File: src/rtl/ce_tx_pkg.sv
// Shared types and helpers for the CE/D serial transmitter.
package ce_tx_pkg;

  typedef enum logic [1:0] {IDLE, SHIFT, GAP} state_t;

  // Counter width for a range of n values, never below one bit.
  function automatic int cnt_w(input int n);
    return (n > 1) ? $clog2(n) : 1;
  endfunction

endpackage

File: src/rtl/ce_strobe_gen.sv
// Bit-period prescaler: registered tick while count sits at DIV-1.
module ce_strobe_gen
  import ce_tx_pkg::*;
#(
  parameter int DIV = 4
) (
  input  logic CK,
  input  logic RST_N,
  input  logic i_clear,
  input  logic i_run,
  output logic o_tick,
  output logic o_tick_nxt
);

  localparam int CW = cnt_w(DIV);
  localparam logic [CW-1:0] LAST = CW'(DIV - 1);

  logic [CW-1:0] r_cnt;
  logic [CW-1:0] w_cnt_nxt;

  // o_tick_nxt lets the parent predict the strobe one cycle ahead (DONE).
  always_comb begin
    w_cnt_nxt  = r_cnt;
    o_tick_nxt = 1'b0;
    if (i_clear) begin
      w_cnt_nxt  = '0;
      o_tick_nxt = (LAST == '0);
    end else if (i_run) begin
      w_cnt_nxt  = (r_cnt == LAST) ? '0 : r_cnt + 1'b1;
      o_tick_nxt = (w_cnt_nxt == LAST);
    end
  end

  always_ff @(posedge CK or negedge RST_N) begin
    if (!RST_N) begin
      r_cnt  <= '0;
      o_tick <= 1'b0;
    end else begin
      r_cnt  <= w_cnt_nxt;
      o_tick <= o_tick_nxt;
    end
  end

endmodule

File: src/rtl/ce_serial_tx.sv
// Parallel-to-serial transmitter driving a CE-qualified capture interface.
module ce_serial_tx
  import ce_tx_pkg::*;
#(
  parameter int WIDTH      = 8,
  parameter int DIV        = 4,
  parameter int MSB_FIRST  = 1,
  parameter int GAP_CYCLES = 1
) (
  input  logic             CK,
  input  logic             RST_N,
  input  logic [WIDTH-1:0] DATA_IN,
  input  logic             VALID_IN,
  output logic             READY_OUT,
  output logic             CE,
  output logic             D,
  output logic             BUSY,
  output logic             DONE
);

  localparam int BW = cnt_w(WIDTH + 1);
  localparam int GW = cnt_w(GAP_CYCLES);
  localparam bit MSBF    = (MSB_FIRST != 0);
  localparam bit HAS_GAP = (GAP_CYCLES > 0);
  localparam logic [BW-1:0] LAST_BIT = BW'(WIDTH - 1);
  localparam logic [GW-1:0] LAST_GAP = GW'(HAS_GAP ? GAP_CYCLES - 1 : 0);

  state_t           r_state, w_state_nxt;
  logic [WIDTH-1:0] r_sh, w_sh_nxt;
  logic [BW-1:0]    r_bitcnt, w_bitcnt_nxt;
  logic [GW-1:0]    r_gapcnt, w_gapcnt_nxt;
  logic             r_ready, r_d, r_busy, r_done;
  logic             w_ready_nxt, w_d_nxt, w_busy_nxt, w_done_nxt;
  logic             w_accept, w_last, w_run, w_tick_nxt, w_ce;

  function automatic logic head(input logic [WIDTH-1:0] v);
    return MSBF ? v[WIDTH-1] : v[0];
  endfunction

  function automatic logic [WIDTH-1:0] shift(input logic [WIDTH-1:0] v);
    return MSBF ? (v << 1) : (v >> 1);
  endfunction

  assign w_accept = (r_state == IDLE) && r_ready && VALID_IN;
  assign w_last   = (r_state == SHIFT) && w_ce && (r_bitcnt == LAST_BIT);
  assign w_run    = (r_state == SHIFT) && !w_last;

  ce_strobe_gen #(.DIV(DIV)) u_strobe (
    .CK        (CK),
    .RST_N     (RST_N),
    .i_clear   (w_accept),
    .i_run     (w_run),
    .o_tick    (w_ce),
    .o_tick_nxt(w_tick_nxt)
  );

  always_comb begin
    w_state_nxt  = r_state;
    w_sh_nxt     = r_sh;
    w_bitcnt_nxt = r_bitcnt;
    w_gapcnt_nxt = r_gapcnt;
    w_ready_nxt  = r_ready;
    w_busy_nxt   = r_busy;
    w_d_nxt      = 1'b0;
    case (r_state)
      IDLE: begin
        w_ready_nxt = 1'b1;
        w_busy_nxt  = 1'b0;
        if (w_accept) begin
          w_state_nxt  = SHIFT;
          w_sh_nxt     = DATA_IN;
          w_bitcnt_nxt = '0;
          w_ready_nxt  = 1'b0;
          w_busy_nxt   = 1'b1;
          w_d_nxt      = head(DATA_IN);
        end
      end
      SHIFT: begin
        w_d_nxt = r_d;
        if (w_last) begin
          w_d_nxt = 1'b0;
          if (HAS_GAP) begin
            w_state_nxt  = GAP;
            w_gapcnt_nxt = '0;
          end else begin
            w_state_nxt = IDLE;
            w_ready_nxt = 1'b1;
            w_busy_nxt  = 1'b0;
          end
        end else if (w_ce) begin
          // Next bit lands on D the cycle after the strobe.
          w_sh_nxt     = shift(r_sh);
          w_bitcnt_nxt = r_bitcnt + 1'b1;
          w_d_nxt      = head(shift(r_sh));
        end
      end
      GAP: begin
        if (r_gapcnt == LAST_GAP) begin
          w_state_nxt = IDLE;
          w_ready_nxt = 1'b1;
          w_busy_nxt  = 1'b0;
        end else begin
          w_gapcnt_nxt = r_gapcnt + 1'b1;
        end
      end
      default: w_state_nxt = IDLE;
    endcase
    w_done_nxt = (w_state_nxt == SHIFT) && w_tick_nxt && (w_bitcnt_nxt == LAST_BIT);
  end

  always_ff @(posedge CK or negedge RST_N) begin
    if (!RST_N) begin
      r_state  <= IDLE;
      r_sh     <= '0;
      r_bitcnt <= '0;
      r_gapcnt <= '0;
      r_ready  <= 1'b0;
      r_d      <= 1'b0;
      r_busy   <= 1'b0;
      r_done   <= 1'b0;
    end else begin
      r_state  <= w_state_nxt;
      r_sh     <= w_sh_nxt;
      r_bitcnt <= w_bitcnt_nxt;
      r_gapcnt <= w_gapcnt_nxt;
      r_ready  <= w_ready_nxt;
      r_d      <= w_d_nxt;
      r_busy   <= w_busy_nxt;
      r_done   <= w_done_nxt;
    end
  end

  assign READY_OUT = r_ready;
  assign CE        = w_ce;
  assign D         = r_d;
  assign BUSY      = r_busy;
  assign DONE      = r_done;

endmodule

File: config.mk
export PLATFORM = sky130hd
export DESIGN_NAME = ce_serial_tx
export DESIGN_NICKNAME = d
export VERILOG_FILES = /design/src/rtl/ce_tx_pkg.sv /design/src/rtl/ce_strobe_gen.sv /design/src/rtl/ce_serial_tx.sv
export SDC_FILE = /design/constraint.sdc
export NUM_CORES = 1
export LEC_CHECK = 0
export ABC_AREA = 0
export BUFFER_PORTS_ARGS = -buffer_cell sky130_fd_sc_hd__buf_2
export CORE_UTILIZATION = 57
export DETAILED_ROUTE_END_ITERATION = 16
export PLACE_DENSITY = 0.92
export SLEW_MARGIN = 20
export SYNTH_ARGS = -nofsm -noshare
export SYNTH_HDL_FRONTEND = slang
export SYNTH_SLANG_ARGS = --single-unit
File: constraint.sdc
create_clock -name CK -period 3.6 [get_ports CK]
set_input_delay 0.18 -clock CK [delete_from_list [all_inputs] [get_ports CK]]
set_output_delay 0.18 -clock CK [all_outputs]
set_load 0.05 [all_outputs]
==> results.json, run 1 <==
{
  "critPathMaxFanout": 12,
  "grt_pass1_vias": 644,
  "tightest_slew_ns": 0.478,
  "fin_skew_ns": 0.00396,
  "required_ns": 3.84,
  "pin_count": 16,
  "path_cells": "and4bb_1, nor2b_1, mux2_4, and4b_1",
  "cts_buffers": 3,
  "swShare_pct": 41.5,
  "hold_violations": 0,
  "r2r_cells": 4,
  "core.rowCount": 14,
  "drive_above_1_share_pct": 26.2,
  "min_to": "r_sh[0]",
  "p_int_mw": 0.534,
  "cpMaxStageDelayCell": "and4bb_1",
  "yosys.cell_types.count": 30,
  "hold_ws_ns": 0.103,
  "firstDrtPassIters": 4,
  "io_buffers": 15,
  "timing.final.crit_share_pct": 47.5,
  "hold_class": "in2reg",
  "antenna_found_initial": 0,
  "max_freq_mhz": 585,
  "cp-start-kind": "flop",
  "ys_seq_area_share_pct": 51.8,
  "rr_startpoint": "r_state[0]",
  "pwr-share-seq_pct": 41.1,
  "vias": 670,
  "die-area_um2": 1860,
  "cp_top_family": "simple AND/OR/NAND/NOR gates",
  "startpoint": "r_state[0]",
  "avgRoutedWirePerCell_um": 12.5,
  "synth-seq-cells": 20,
  "fp.dieW_um": 43.2,
  "num_antenna_cells": 0,
  "via_per_inst": 5.63,
  "cts_root_buf": "clkbuf_4",
  "ant_nets": 0,
  "drt_drc_violations_left": 0,
  "fin_util_pct": 70.7,
  "wirelength_um": 1490,
  "finalPower_mw": 0.913,
  "cts_buffer_depth": 2,
  "postPlaceCellArea_um2": 1040,
  "rsz0062_at_grt": "false",
  "relSlewSlack_pct": 68.1,
  "initial_core_util_pct": 62.7,
  "area_growth_syn_to_layout_pct": 12.8,
  "gp_congestion": 0.828,
  "worstSetupEndpointType": "flop",
  "clock_latency_ns": 0.30,
  "postCtsHoldBufs": 1,
  "drtIter0Drc": 15,
  "cts_tree": "built",
  "nNetsFinal": 118,
  "whs_path_depth": 3,
  "p_leak_nw": 0.560,
  "postCtsSetupRepairBufs": 0,
  "grt_max_degree": 21,
  "ir_drop_v": 0.000404,
  "synth_fp_nets": 100,
  "final_area_um2": 1090,
  "h-tree-depth": 1,
  "status": "finished clean",
  "min_from": "DATA_IN[0]",
  "core_area_um2": 1540,
  "arrival_ns": 1.95,
  "clockPowerShare_pct": 14.0,
  "synthCells": 86,
  "pwr-share-comb_pct": 44.9,
  "post_cts_resized": 0,
  "final.min_clock_period_ns": 1.71,
  "crit_type": "reg2reg",
  "overflow": 0,
  "grt_usage_pct": 19.1,
  "tns_ns": 0,
  "dp.final_hpwl_um": 1070,
  "yosysWarningCount": 0,
  "p_sw_mw": 0.379,
  "clkSinkCount": 20,
  "max_stage_delay_ns": 0.60,
  "regToRegSetupSlack_ns": 1.89,
  "setup_viol_count_final": 0,
  "die_h_um": 43.2,
  "r2r_end": "DONE",
  "synth.avg_cell_area_um2": 11.2,
  "cap_violations": 0,
  "cp_num_buf_inv": 0,
  "power_density_nw_per_um2": 838,
  "synth.cell_area_um2": 966,
  "slew_viol_final": 0,
  "grt_pass1_wl_um": 2610,
  "clk_pin_slew_ns": 0.11
}
layout by cell type, fill, tap and decap left out:
master	instances
nor2b_1	2
a41o_1	1
dlygate4sd3_1	1
clkbuf_8	1
and4b_1	1
and2_1	1
nor3b_1	1
nor3_1	2
mux2_4	1
o21ai_1	6
dfrtp_1	20
nor2_1	5
mux2_2	1
ha_1	3
clkbuf_4	3
and4bb_1	1
o21ai_0	1
inv_1	4
nand3b_1	2
and3b_4	1
nand3_1	1
nand2_1	10
or2_2	1
mux2i_1	9
a21oi_4	1
buf_2	15
nand4_2	1
a21oi_1	2
a21o_2	1
o21ba_2	1
a222oi_1	1
nand2b_1	2
cell usage after synthesis:
cell | number | area (um2)
and4b_1 | 1 | 10.0
mux2_2 | 1 | 11.3
nand2_1 | 10 | 37.5
nand3_1 | 1 | 5.00
buf_2 | 2 | 10.0
or2_2 | 1 | 6.26
nand4_2 | 1 | 12.5
buf_4 | 1 | 7.51
nor2b_1 | 2 | 12.5
o21ba_2 | 1 | 10.0
nor3_1 | 2 | 10.0
inv_1 | 4 | 15.0
and4bb_1 | 1 | 12.5
o21ai_1 | 6 | 30.0
o21ai_0 | 1 | 5.00
ha_1 | 3 | 37.5
nor2_1 | 5 | 18.8
nor3b_1 | 1 | 7.51
a21oi_1 | 2 | 10.0
and2_1 | 1 | 6.26
mux2_4 | 1 | 15.0
a41o_1 | 1 | 10.0
a21oi_4 | 1 | 16.3
and3b_4 | 1 | 12.5
a21o_2 | 1 | 8.76
dfrtp_1 | 20 | 500
a222oi_1 | 1 | 10.0
nand3b_1 | 2 | 15.0
mux2i_1 | 9 | 90.1
nand2b_1 | 2 | 12.5
cell families (layout without fill, tap and decap cells):
kind of cell	after synthesis	count (layout)	share of synthesized area, %
AOI/OAI and AO/OA	14	14	10.4
DFF	20	20	51.8
and+or+nand+nor	31	31	18.5
buffers and inverters	7	24	3.37
adders and majority gates	3	3	3.89
muxes	11	11	12.0
power by group through the flow:
stage	clock, mW	combinational [mW]	sequential, mW
after global placement	0	0.399	0.373
after global routing	0.140	0.458	0.387
after floorplan	0	0.269	0.442
final	0.128	0.410	0.375
after CTS	0.131	0.414	0.375
after detailed placement	0	0.411	0.378
per-layer routing:
| layer | vias up | global-route usage (%) | wire length (um) |
|---|---|---|---|
| li1 | 335 | - | - |
| met1 | 312 | 24.0 | 696 |
| met2 | 20 | 30.7 | 697 |
| met3 | 3 | 4.26 | 70 |
| met4 | 0 | 9.09 | 21 |
| met5 | - | 0 | 0 |
final cells by class:
type / instances / area (um2)
clock buffers: 4 / 36.3
inverters: 4 / 15.0
fillers: 112 / 452
well taps: 16 / 20.0
flip-flops and latches: 20 / 500
repair buffers: 16 / 85.1
multi-input cells: 59 / 433
metrics by stage:
stage / setup WS, ns / instances
6_report: 1.89 / 119
5_1_grt: 1.77 / 119
4_1_cts: 1.88 / 119
3_5_place_dp: 1.92 / 114
3_3_place_gp: 1.97 / 114
2_1_floorplan: 1.95 / 86
worst max-delay path by stage:
stage | slack [ns] | cells after the start | endpoint
final | 1.89 | 4 | DONE
after global routing | 1.77 | 4 | DONE
after CTS | 1.88 | 4 | DONE
after detailed placement | 1.92 | 4 | DONE
after global placement | 1.97 | 4 | DONE
after floorplan | 1.95 | 4 | DONE
sequential cells by signal (all words and copies together), names as in the netlist:
register	count
u_strobe.o_tick	1
r_state	2
r_bitcnt	4
READY_OUT	1
D	1
r_sh	7
u_strobe.r_cnt	2
BUSY	1
DONE	1
worst reg2reg max path, delay by kind of cell (launching register included):
kind	cells	cell delay, ns
DFF	1	0.45
muxes	1	0.27
and+or+nand+nor	3	0.92
Power figures use the tool's default switching activity.
==> inputs of run 2 (changes only) <==
--- a/config.mk
+++ b/config.mk
@@ -5,11 +5,11 @@
 export SDC_FILE = /design/constraint.sdc
 export NUM_CORES = 1
 export LEC_CHECK = 0
-export ABC_AREA = 0
+export ABC_AREA = 1
 export BUFFER_PORTS_ARGS = -buffer_cell sky130_fd_sc_hd__buf_2
-export CORE_UTILIZATION = 57
+export CORE_UTILIZATION = 49
 export DETAILED_ROUTE_END_ITERATION = 16
-export PLACE_DENSITY = 0.92
+export PLACE_DENSITY = 0.84
 export SLEW_MARGIN = 20
 export SYNTH_ARGS = -nofsm -noshare
 export SYNTH_HDL_FRONTEND = slang
==> constraint.sdc (replaced) <==
create_clock -name CK -period 1.4 [get_ports CK]
set_input_delay 0.07 -clock CK [delete_from_list [all_inputs] [get_ports CK]]
set_output_delay 0.07 -clock CK [all_outputs]
set_load 0.05 [all_outputs]
==> results.json, run 2 <==
{
  "cts_tree": "built",
  "fin_ws_ns": 0.0264,
  "rsz0062_at_grt": "true",
  "whs_path_depth": 3,
  "drt_drc_violations_left": 0,
  "hold_ws_ns": 0.0313,
  "r2r_cells": 9,
  "initial_core_util_pct": 53.7,
  "power_density_nw_per_um2": 2190,
  "synth_compound_area_share_pct": 8.30,
  "vias": 863,
  "synth.area.top_cells": "dfrtp_1 46%, nand2_1 9.7%, nand2_2 5.8%",
  "grt_max_degree": 21,
  "rr_startpoint": "r_bitcnt[0]",
  "cts_root_buf": "clkbuf_4",
  "critPathMaxFanout": 8,
  "largest_reg_flops": 7,
  "max_stage_delay_ns": 0.40,
  "regToRegSetupSlack_ns": 0.03,
  "fin_util_pct": 66.7,
  "timing.final.crit_share_pct": 98.1,
  "regMostFlops": "r_sh",
  "avgRoutedWirePerCell_um": 13.1,
  "slew_viol_final": 0,
  "synth-seq-cells": 20,
  "yosysWarningCount": 0,
  "synth_fp_nets": 131,
  "netlist_top_cells_count": "28 x nand2_1, 20 x dfrtp_1, 11 x inv_1, 10 x nand2_2",
  "final.min_clock_period_ns": 1.37,
  "fin_skew_ns": 0.00774,
  "cp-start-kind": "flop",
  "core_area_um2": 2020,
  "yosys.cell_types.count": 23,
  "max_freq_mhz": 728,
  "relSlewSlack_pct": 71.4,
  "tightest_slew_ns": 0.429,
  "mostFrequentLayoutCell": "nand2_1",
  "crit_type": "reg2reg",
  "muxShareOfSynthArea_pct": 5.54,
  "grt_usage_pct": 21.1,
  "clock_latency_ns": 0.29,
  "overflow": 0,
  "min_from": "DATA_IN[0]",
  "synth-adder-area-share_pct": 3.46,
  "via_per_inst": 5.05,
  "drtIter0Drc": 14,
  "grt_pass1_vias": 899,
  "cpMostUsedCell": "nand2_2",
  "io_buffers": 15,
  "ir_drop_v": 0.00137,
  "synth_flop_cell": "dfrtp_1",
  "status": "finished clean",
  "setup_viol_count_final": 0,
  "firstDrtPassIters": 4,
  "cpMaxStageDelayCell": "dfrtp_1",
  "synth_top_area_share_pct": 46.1,
  "clk_pin_slew_ns": 0.10,
  "min_to": "r_sh[0]",
  "hold_class": "in2reg",
  "gp_congestion": 0.876,
  "r2r_end": "DONE",
  "required_ns": 1.59,
  "die-area_um2": 2410,
  "dp.final_hpwl_um": 1630,
  "grt_pass1_wl_um": 3880,
  "pre_cts_slack_ns": -0.0737,
  "reg_top3": "r_sh (7), r_bitcnt (4)",
  "synth-xor-area-share_pct": 0,
  "p_leak_nw": 0.667,
  "arrival_ns": 1.57,
  "synthCells": 117,
  "pin_count": 16,
  "fp.dieW_um": 49.1,
  "dpl.cell_count": 163,
  "synth_top_family_by_area": "simple AND/OR/NAND/NOR gates",
  "synth_edf_count": 0,
  "ys_seq_area_share_pct": 46.1,
  "die_h_um": 49.1,
  "wirelength_um": 2240,
  "async_flop_share_pct": 100,
  "synth_top_area_cell": "dfrtp_1",
  "synth.most_common_cell": "nand2_1",
  "ant_nets": 0,
  "instances_no_fill": 171,
  "area_growth_syn_to_layout_pct": 24.3,
  "antenna_found_initial": 0,
  "core.rowCount": 16,
  "drive_above_1_share_pct": 43.8,
  "cap_violations": 0,
  "path_cells": "ha_2, nand2_2, inv_4, nand3_4, nand3_4, nand2_2, nand2_2, nand2_2, nor2_2",
  "hold_violations": 0,
  "num_antenna_cells": 0,
  "nNetsFinal": 159,
  "h-tree-depth": 1,
  "final_cell_mix": "26 x nand2_1, 16 x dfrtp_1, 15 x buf_2, 11 x nand2_2, 10 x inv_1",
  "clkSinkCount": 20,
  "cts_buffers": 3,
  "worstSetupEndpointType": "flop",
  "synth.cell_area_um2": 1080,
  "synth.avg_cell_area_um2": 9.27,
  "cts_buffer_depth": 2,
  "tns_ns": 0,
  "synthSimpleGateAreaFrac_pct": 30.0
}
[run 2: report_power, final]
part / switching [mW] / internal, mW
clock network: 0.169 / 0.158
logic: 1.06 / 0.575
registers: 0.166 / 0.821
total: 1.40 / 1.55
[run 2: kinds of logic after synthesis]
family / after synthesis
buf+inv: 15
mux: 6
simple gates: 59
flops: 20
fa+ha+maj: 3
compound gates: 14
[run 2: worst max-delay path by stage]
stage                 from  slack, ns  endpoint
2_1_floorplan  r_bitcnt[0]       0.01      DONE
3_3_place_gp   r_bitcnt[0]       0.01      DONE
3_5_place_dp   r_bitcnt[0]      -0.07      DONE
4_1_cts        r_bitcnt[0]       0.02      DONE
5_1_grt        r_bitcnt[0]      -0.06      DONE
6_report       r_bitcnt[0]       0.03      DONE
[run 2: critical path: cells and delay by family, from the launching register on]
family                     cells  cell delay [ns]
and+or+nand+nor                7             0.63
buffers and inverters          1             0.06
adders and majority gates      1             0.19
DFF                            1             0.40
[run 2: cell type report]
cell class              instances  area [um2]
flip-flops and latches         20         505
repair buffers                 24         158
inverters                      13        51.3
fillers                       162         673
well taps                      27        33.8
multi-input cells              83         564
clock buffers                   4        36.3
[run 2: metal layers]
layer  up-vias  wire length (um)  global-route usage [%]  share of wire [%]
met5         -                 0                       0                  0
met4         0                13                    6.86               0.58
met3         2                69                    2.80                3.1
met2        18              1130                    35.6                 50
met1       416              1030                    28.0                 46
li1        427                 -                       -                  -
[run 2: timing repair]
| item | CTS | global route |
|---|---|---|
| gates resized for setup | 3 | 10 |
| setup endpoints to repair | 5 | 9 |
| setup buffers | 0 | 2 |
| pin swaps | 1 | 1 |
| gates cloned | 1 | 0 |
| endpoints found under the hold margin | 20 | 0 |
| hold buffers | 1 | 0 |
[run 2: metrics by stage]
step | total power, mW | area (um2)
after floorplan | 2.16 | 1090
after global placement | 2.42 | 1220
after detailed placement | 2.50 | 1220
after CTS | 2.88 | 1280
after global routing | 3.16 | 1350
final | 2.95 | 1350
